==> config.mk <==
export PLATFORM = sky130hd
export DESIGN_NAME = crossing_scheduler_flat
export DESIGN_NICKNAME = d
export VERILOG_FILES = /design/src/rtl/crossing_scheduler_if.sv /design/src/rtl/crossing_scheduler.sv /design/src/flat_wrapper.sv
export SDC_FILE = /design/constraint.sdc
export NUM_CORES = 1
export LEC_CHECK = 0
export ABC_AREA = 1
export CAP_MARGIN = 5
export CORE_UTILIZATION = 54
export CTS_BUF_LIST = sky130_fd_sc_hd__clkbuf_4 sky130_fd_sc_hd__clkbuf_8
export CTS_CLUSTER_DIAMETER = 50
export CTS_CLUSTER_SIZE = 10
export DETAILED_ROUTE_END_ITERATION = 10
export GPL_ROUTABILITY_DRIVEN = 0
export PLACE_DENSITY_LB_ADDON = 0.3
export SLEW_MARGIN = 30
export SYNTH_ARGS = -nofsm -noshare
export SYNTH_HDL_FRONTEND = slang
export SYNTH_SLANG_ARGS = --single-unit
export TNS_END_PERCENT = 30
==> constraint.sdc <==
create_clock -name clk -period 1.87 [get_ports clk]
set_clock_uncertainty 0.05 [all_clocks]
set_input_delay 0.374 -clock clk [delete_from_list [all_inputs] [get_ports clk]]
set_output_delay 0.374 -clock clk [all_outputs]
set_load 0.02 [all_outputs]
==> src/rtl/crossing_scheduler_if.sv <==
// Lamp, request and state-observation signals between the crossing scheduler
// and its environment. The slave side is the scheduler.
interface crossing_scheduler_if;
  logic       ped_sensor;
  logic       R1;
  logic       Y1;
  logic       G1;
  logic       R2;
  logic       Y2;
  logic       G2;
  logic       ped_wait;
  logic [2:0] present_state;

  modport slave (
    input  ped_sensor,
    output R1, Y1, G1, R2, Y2, G2, ped_wait, present_state
  );

  modport master (
    output ped_sensor,
    input  R1, Y1, G1, R2, Y2, G2, ped_wait, present_state
  );
endinterface

==> src/rtl/crossing_scheduler.sv <==
// Signalised pedestrian crossing: six-state lamp sequencer with a prescaled
// tick timer, a latched pedestrian request and a guaranteed minimum main green.
module crossing_scheduler #(
  parameter int unsigned TICK_DIV  = 4,
  parameter int unsigned MIN_GREEN = 4,
  parameter int unsigned YELLOW_T  = 2,
  parameter int unsigned ALLRED_T  = 1,
  parameter int unsigned WALK_T    = 5,
  parameter int unsigned CLEAR_T   = 2
) (
  input  logic                 clk,
  input  logic                 reset,
  crossing_scheduler_if.slave  bus
);

  typedef enum logic [2:0] {
    MAIN_GREEN  = 3'd0,
    MAIN_YELLOW = 3'd1,
    ALL_RED1    = 3'd2,
    PED_WALK    = 3'd3,
    PED_CLEAR   = 3'd4,
    ALL_RED2    = 3'd5
  } state_e;

  // Raw 3-bit register so the two unused encodings stay representable.
  logic [2:0] state_q;
  state_e     state_d;
  logic [3:0] prescale_q, prescale_d;
  logic [3:0] timer_q, timer_d;
  logic       req_q, req_d;
  logic       min_done_q, min_done_d;
  logic       tick;
  logic       min_tick;
  logic       changed;

  always_ff @(posedge clk or negedge reset) begin
    if (!reset) begin
      state_q    <= '0;
      prescale_q <= '0;
      timer_q    <= '0;
      req_q      <= 1'b0;
      min_done_q <= 1'b0;
    end else begin
      state_q    <= state_d;
      prescale_q <= prescale_d;
      timer_q    <= timer_d;
      req_q      <= req_d;
      min_done_q <= min_done_d;
    end
  end

  always_comb begin
    tick     = (prescale_q == 4'(TICK_DIV - 1));
    min_tick = 1'b0;
    state_d  = MAIN_GREEN;
    case (state_q)
      MAIN_GREEN: begin
        min_tick = tick && (timer_q == 4'(MIN_GREEN - 1));
        state_d  = ((min_done_q || min_tick) && req_q) ? MAIN_YELLOW : MAIN_GREEN;
      end
      MAIN_YELLOW: state_d = (tick && timer_q == 4'(YELLOW_T - 1)) ? ALL_RED1  : MAIN_YELLOW;
      ALL_RED1:    state_d = (tick && timer_q == 4'(ALLRED_T - 1)) ? PED_WALK  : ALL_RED1;
      PED_WALK:    state_d = (tick && timer_q == 4'(WALK_T - 1))   ? PED_CLEAR : PED_WALK;
      PED_CLEAR:   state_d = (tick && timer_q == 4'(CLEAR_T - 1))  ? ALL_RED2  : PED_CLEAR;
      ALL_RED2:    state_d = (tick && timer_q == 4'(ALLRED_T - 1)) ? MAIN_GREEN : ALL_RED2;
      default:     state_d = MAIN_GREEN;
    endcase

    changed = (3'(state_d) != state_q);

    // Every state change restarts timing, so N ticks always span N*TICK_DIV cycles.
    prescale_d = '0;
    timer_d    = timer_q;
    if (!changed) begin
      prescale_d = tick ? '0 : prescale_q + 4'd1;
      if (tick) begin
        if (state_q == MAIN_GREEN) begin
          timer_d = (timer_q == '1) ? timer_q : timer_q + 4'd1;
        end else begin
          timer_d = timer_q + 4'd1;
        end
      end
    end else begin
      timer_d = '0;
    end

    min_done_d = changed ? 1'b0 : (min_tick ? 1'b1 : min_done_q);

    // Entering the walk phase clears the latch even if the button is held.
    if (state_d == PED_WALK && state_q != PED_WALK) begin
      req_d = 1'b0;
    end else if (bus.ped_sensor && state_q != PED_WALK) begin
      req_d = 1'b1;
    end else begin
      req_d = req_q;
    end
  end

  always_comb begin
    bus.R1 = 1'b0;
    bus.Y1 = 1'b0;
    bus.G1 = 1'b0;
    bus.R2 = 1'b0;
    bus.Y2 = 1'b0;
    bus.G2 = 1'b0;
    case (state_q)
      MAIN_GREEN:  begin bus.G1 = 1'b1; bus.R2 = 1'b1; end
      MAIN_YELLOW: begin bus.Y1 = 1'b1; bus.R2 = 1'b1; end
      PED_WALK:    begin bus.R1 = 1'b1; bus.G2 = 1'b1; end
      PED_CLEAR:   begin bus.R1 = 1'b1; bus.Y2 = 1'b1; end
      default:     begin bus.R1 = 1'b1; bus.R2 = 1'b1; end
    endcase
    bus.ped_wait      = req_q;
    bus.present_state = state_q;
  end

endmodule

==> src/flat_wrapper.sv <==
// flat-port wrapper written by rule: the top's interface ports become plain ports
module crossing_scheduler_flat 
#(
  parameter int unsigned TICK_DIV  = 4,
  parameter int unsigned MIN_GREEN = 4,
  parameter int unsigned YELLOW_T  = 2,
  parameter int unsigned ALLRED_T  = 1,
  parameter int unsigned WALK_T    = 5,
  parameter int unsigned CLEAR_T   = 2
)
  (clk, reset, bus_ped_sensor, bus_R1, bus_Y1, bus_G1, bus_R2, bus_Y2, bus_G2, bus_ped_wait, bus_present_state);
  crossing_scheduler_if bus_i ();
  input  logic clk;
  input  logic reset;
  input wire logic [$bits(bus_i.ped_sensor)-1:0] bus_ped_sensor;
  output wire logic [$bits(bus_i.R1)-1:0] bus_R1;
  output wire logic [$bits(bus_i.Y1)-1:0] bus_Y1;
  output wire logic [$bits(bus_i.G1)-1:0] bus_G1;
  output wire logic [$bits(bus_i.R2)-1:0] bus_R2;
  output wire logic [$bits(bus_i.Y2)-1:0] bus_Y2;
  output wire logic [$bits(bus_i.G2)-1:0] bus_G2;
  output wire logic [$bits(bus_i.ped_wait)-1:0] bus_ped_wait;
  output wire logic [$bits(bus_i.present_state)-1:0] bus_present_state;
  assign bus_i.ped_sensor = bus_ped_sensor;
  assign bus_R1 = bus_i.R1;
  assign bus_Y1 = bus_i.Y1;
  assign bus_G1 = bus_i.G1;
  assign bus_R2 = bus_i.R2;
  assign bus_Y2 = bus_i.Y2;
  assign bus_G2 = bus_i.G2;
  assign bus_ped_wait = bus_i.ped_wait;
  assign bus_present_state = bus_i.present_state;
  crossing_scheduler #(.TICK_DIV(TICK_DIV), .MIN_GREEN(MIN_GREEN), .YELLOW_T(YELLOW_T), .ALLRED_T(ALLRED_T), .WALK_T(WALK_T), .CLEAR_T(CLEAR_T)) u_core (.clk(clk), .reset(reset), .bus(bus_i));
endmodule
Word level (Yosys, flattened, before mapping)
Cells that the tools add are included.
W data, S select, Z words.
- add/sub/neg operators: 2
- equality and inequality tests: 14
- multiplexer cells: 24
- reductions and logical operators: 16
- operators with widths (kind ; count):
    $mux W4 ; 6
    $pmux W3 S6 ; 1
    $mux W1 ; 14
    $eq A3 B2 Y1 const B ; 3
    $add A4 B1 Y4 const B ; 2
    $eq A4 B2 Y1 const B ; 2
    $logic_and A1 B1 Y1 ; 7
    $eq A3 B3 Y1 const B ; 2
    $mux W3 ; 2
    $ne A3 B2 Y1 const B ; 2
    $reduce_bool A2 Y1 ; 3
    $eq A4 B1 Y1 const B ; 1
    $eq A4 B3 Y1 const B ; 1
    $eq A4 B4 Y1 const B ; 1
    $logic_not A4 Y1 ; 1
    $reduce_or A2 Y1 ; 2
    $eq A3 B1 Y1 const B ; 1
    $logic_not A3 Y1 ; 1
    $ne A3 B3 Y1 ; 1
    $mux W2 ; 1
    $reduce_and A2 Y1 ; 1
    $logic_or A1 B1 Y1 ; 1
- flip-flop bits (word level): 13
- output and inout bits: 10

Logic depth before layout (Yosys ltp)
- depth in word-level cells: 9
- depth in mapped cells: 13

Least setup slack after synthesis
Ideal clock, no wire load.
- kind: register -> register
- from: register u_core.state_q[1] (netlist: u_core.bus.present_state[1])
- to: register u_core.min_done_q
- setup time: 70 ps
- arrival: 1568 ps
- required time: 1750 ps
- slack: 182 ps
- stages on the path, launching flop included: 10
- path buffers: 0
- period minus slack after synthesis: 1688 ps
- cell sequence: dfrtp_1 -> nor3_2 -> nand2_1 -> nand2_1 -> nor2_2 -> nand2_2 -> nand2_1 -> nand2_2 -> nand2_4 -> nor2_2
- longest elaborated chain between the ends: 4
- elaborated cells on any way between the ends: 11
- those cells by class: eq/ne (6); mux (3); reduce/logical (2)
- ends and longest elaborated chain (element ; RTL line ; source):
    from (decl) ; crossing_scheduler.sv:26 ; logic [2:0] state_q;
    from (signal assigned) ; crossing_scheduler.sv:44 ; state_q <= state_d;
    $eq A3 B3 Y1 (tied with other cells) ; crossing_scheduler.sv:56 ; case (state_q)
    $pmux W3 S6 * ; crossing_scheduler.sv:56 ;
    via u_core.state_d[0] ; crossing_scheduler.sv:27 ; state_e state_d;
    $ne A3 B3 Y1 * ; crossing_scheduler.sv:69 ; changed = (3'(state_d) != state_q);
    $mux W1 / $reduce_bool A2 Y1 (equally long branches) ; -- ;
    to (signal assigned) ; crossing_scheduler.sv:48 ; min_done_q <= min_done_d;
    to (decl) ; crossing_scheduler.sv:31 ; logic min_done_q, min_done_d;
The timed path passes the listed nets; every way through them passes the cells marked *.
A chain may end at the register's enable or synchronous reset.

Final worst setup path
- from: register u_core.prescale_q[0]
- to: register u_core.prescale_q[3]
- longest elaborated chain between the ends: 8
- elaborated cells on any way between the ends: 18
- those cells by class: add/sub (1); eq/ne (2); mux (9); reduce/logical (6)
- ends and longest elaborated chain (element ; RTL line ; source):
    from (decl) ; crossing_scheduler.sv:28 ; logic [3:0] prescale_q, prescale_d;
    from (signal assigned) ; crossing_scheduler.sv:45 ; prescale_q <= prescale_d;
    $eq A4 B2 Y1 * ; crossing_scheduler.sv:53 ; tick = (prescale_q == 4'(TICK_DIV - 1));
    $logic_and A1 B1 Y1 ; crossing_scheduler.sv:58 ; min_tick = tick && (timer_q == 4'(MIN_GREEN - 1));
    $logic_or A1 B1 Y1 ; crossing_scheduler.sv:59 ; state_d = ((min_done_q || min_tick) && req_q) ? MAIN_YELLOW : MAIN_GREEN;
    $logic_and A1 B1 Y1 ; crossing_scheduler.sv:59 ;
    $mux W1 ; crossing_scheduler.sv:59 ;
    $pmux W3 S6 * ; crossing_scheduler.sv:56 ;
    via u_core.state_d[0] ; crossing_scheduler.sv:27 ;
    $ne A3 B3 Y1 * ; crossing_scheduler.sv:69 ;
    $mux W4 * ; crossing_scheduler.sv:74 ; if (!changed) begin
    via u_core.prescale_d[3] ; crossing_scheduler.sv:28 ;
Marked as above.

==> reports/qor.txt <==
Worst hold path type = input port to asynchronous set/reset pin
Sw frac = 0.464
CTS tree = built
Power Internal = 773 µW
CTS Buffer Depth = 2
Sw Pwr = 669 µW
CTS Hold Buffers Added = 0
Core area = 1380 µm²
Clock sink total = 13
IO Count = 13
H-tree Lvls = 1
Die area = 1740 µm²
Share of the yosys chip area belonging to registers = 0.383
Worst-margin pin slew = 0.632 ns
Power per Cell Area = 1230 nW/µm²
Fillers = 74
Post-route DRC = 0
Max-slew violation count = 0
Synth Register Bits = 13
Setup CP Type = flop to flop
Status = finished, final reports clean
Vias = 819
Seq pwr share = 0.275
Hold Vio Cnt, Final = 0
Routed Wire Length = 2.24 mm
Global Route Usage Sum = 0.241
Share of post-route cells with drive strength above 1 = 0.415
Final core utilization = 0.851
Crit path DAT = 1.96 ns
Worst Setup End Kind = flop
Mean Syn Cell Area = 7.94 µm²
Yosys top cell by area = dfrtp_1
Worst vdd ir = 0.785 mV
Routed len/inst = 14.9 µm
Clock share of power = 0.135
Commonest non-fill, non-tap cells in the layout = 16 x inv_1, 14 x nand2_1, 12 x nor2_2
Clk_lat worst skew = 0.28 ns
Cell Area, Synth = 850 µm²
Max-Cap Viols = 0
Leading cell type in the layout, fill and taps excluded = inv_1
Syn-to-layout area delta = 38.4%
Initial antenna violation count = 0
Combinational power share = 0.590
Number of port buffers = 12
Ys Warns = 0
Die Wd = 41.7 µm
Worst-path clk slew = 0.08 ns
First-pass GRT wire length = 3.19 mm
Crit path launch type = flop
Yosys top cell area share = 0.383
Fmax = 545 MHz
Detailed-router iteration count before antenna repair = 4
Synth cell types = 19
Final #Nets = 143
Vias per cell = 5.46
Pin count of the biggest net entering global routing = 14
Starting Density = 0.614
Slew headroom = 0.577
Tmin final = 1.83 ns
Final Cycle Share = 0.981
Final TNS setup = 0 ns
Grt ovf = 0
Num CTS Buffers = 3
Final HPWL DP = 1.30 mm
Post-route ant nets = 0
P_leak = 0.575 nW
# rows = 13
Antenna Cells = 0
Top post-synthesis cells by area = dfrtp_1 38%, nor2_2 9.6%, inv_1 8.0%
Syn nets = 114
Critical path required time = 1.99 ns
Initial detailed-routing violation count = 35
Vias in the first global route = 731
Post-Synthesis Cells = 107
Register-to-register setup slack = 0.04 ns
Die Ht = 41.7 µm
CTS root buffer = clkbuf_4
Crit path max fanout = 5
Setup violators final = 0
==> synth_stat cells <==
master / count
nand3_1: 8
or2_2: 1
a21oi_2: 1
o21ai_2: 3
ha_1: 4
a21oi_1: 1
xor2_1: 5
nand2_2: 4
nand2_1: 16
dfrtp_1: 13
nor2_2: 13
nor2_1: 11
nor3_2: 2
o41ai_1: 1
o21ai_0: 2
inv_2: 2
mux2_2: 1
inv_1: 18
nand2_4: 1
==> critical path, stage by stage, from the launching register on <==
cell and delay (ns):
dfrtp_1 0.41, ha_4 0.16, nand2_1 0.09, nor2_4 0.17, nand2_1 0.12, nand2_1 0.08
nand2_1 0.06, nor2_2 0.16, nand2_2 0.07, nand2_1 0.07, nand2_2 0.10, nand2_4 0.14
nor2_2 0.04
==> logic make-up (layout without fill, tap and decap cells) <==
| logic type | Yosys count | after routing | share of synthesized area |
|---|---|---|---|
| xor gates and xnor gates | 5 | 5 | 0.0515 |
| and+or+nand+nor | 56 | 57 | 0.336 |
| DFF | 13 | 13 | 0.383 |
| adders and majority gates | 4 | 4 | 0.0589 |
| buffers and inverters | 20 | 47 | 0.0884 |
| muxes | 1 | 1 | 0.0133 |
| AOI/OAI and AO/OA | 8 | 8 | 0.0692 |
==> layer usage <==
| layer | part of all wire | global-route usage | up-vias |
|---|---|---|---|
| li1 | - | - | 389 |
| met1 | 0.40 | 0.309 | 383 |
| met2 | 0.48 | 0.375 | 34 |
| met3 | 0.070 | 0.0522 | 13 |
| met4 | 0.044 | 0.135 | 0 |
| met5 | 0 | 0 | - |
==> final cells by class <==
cell class | instances | area, µm² | area share
clock buffers | 4 | 30.0 | 0.0255
inverters | 20 | 75.1 | 0.0638
multi-input cells | 75 | 526 | 0.447
flip-flops and latches | 13 | 328 | 0.279
well taps | 15 | 18.8 | 0.0160
repair buffers | 23 | 199 | 0.169
==> repair_timing <==
| action | 4_1_cts | 5_1_grt |
|---|---|---|
| setup endpoints to repair | 7 | 13 |
| gates cloned | 0 | 1 |
| pin swaps | 0 | 10 |
| resized for setup | 8 | 20 |
| setup buffers | 2 | 5 |
| endpoints found under the hold margin | 0 | 0 |
==> metrics by stage <==
step | instances | cell area, µm² | power (mW) | hold WS (ns) | worst slack (ns)
2_1_floorplan | 107 | 850 | 0.829 | 0.0284 | 0.182
3_3_place_gp | 138 | 1020 | 1.04 | 0.489 | 0.0899
3_5_place_dp | 138 | 1020 | 1.06 | 0.488 | -0.00223
4_1_cts | 144 | 1060 | 1.26 | 0.435 | 0.0221
5_1_grt | 150 | 1180 | 1.53 | 0.473 | -0.0787
6_report | 150 | 1180 | 1.44 | 0.425 | 0.0364
==> registers in the layout (all words and copies together), names as in the netlist <==
signal / flops
u_core.bus.ped_wait: 1
u_core.bus.present_state: 3
u_core.min_done_q: 1
u_core.prescale_q: 4
u_core.timer_q: 4
==> power by group through the flow <==
stage               Clock [mW]  Sequential, mW  Combinational [mW]
detailed placement           0           0.391               0.673
finish                   0.195           0.396               0.852
global route             0.212           0.404               0.918
floorplan                    0           0.405               0.424
CTS                      0.198           0.388               0.672
global placement             0           0.386               0.653
==> path summary, 6_finish.rpt <==
path | from | to | cells after the start
worst max-delay path | u_core.prescale_q[0] | u_core.prescale_q[3] | 12
min in group clk | u_core.min_done_q | u_core.min_done_q | 2
max in group asynchronous | reset | u_core.bus.present_state[0] | 1
worst max register to register | u_core.prescale_q[0] | u_core.prescale_q[3] | 12
worst min register to register | u_core.min_done_q | u_core.min_done_q | 2
worst min-delay path | reset | u_core.bus.ped_wait | 1
No activity file was read; power rests on OpenSTA's default activity.
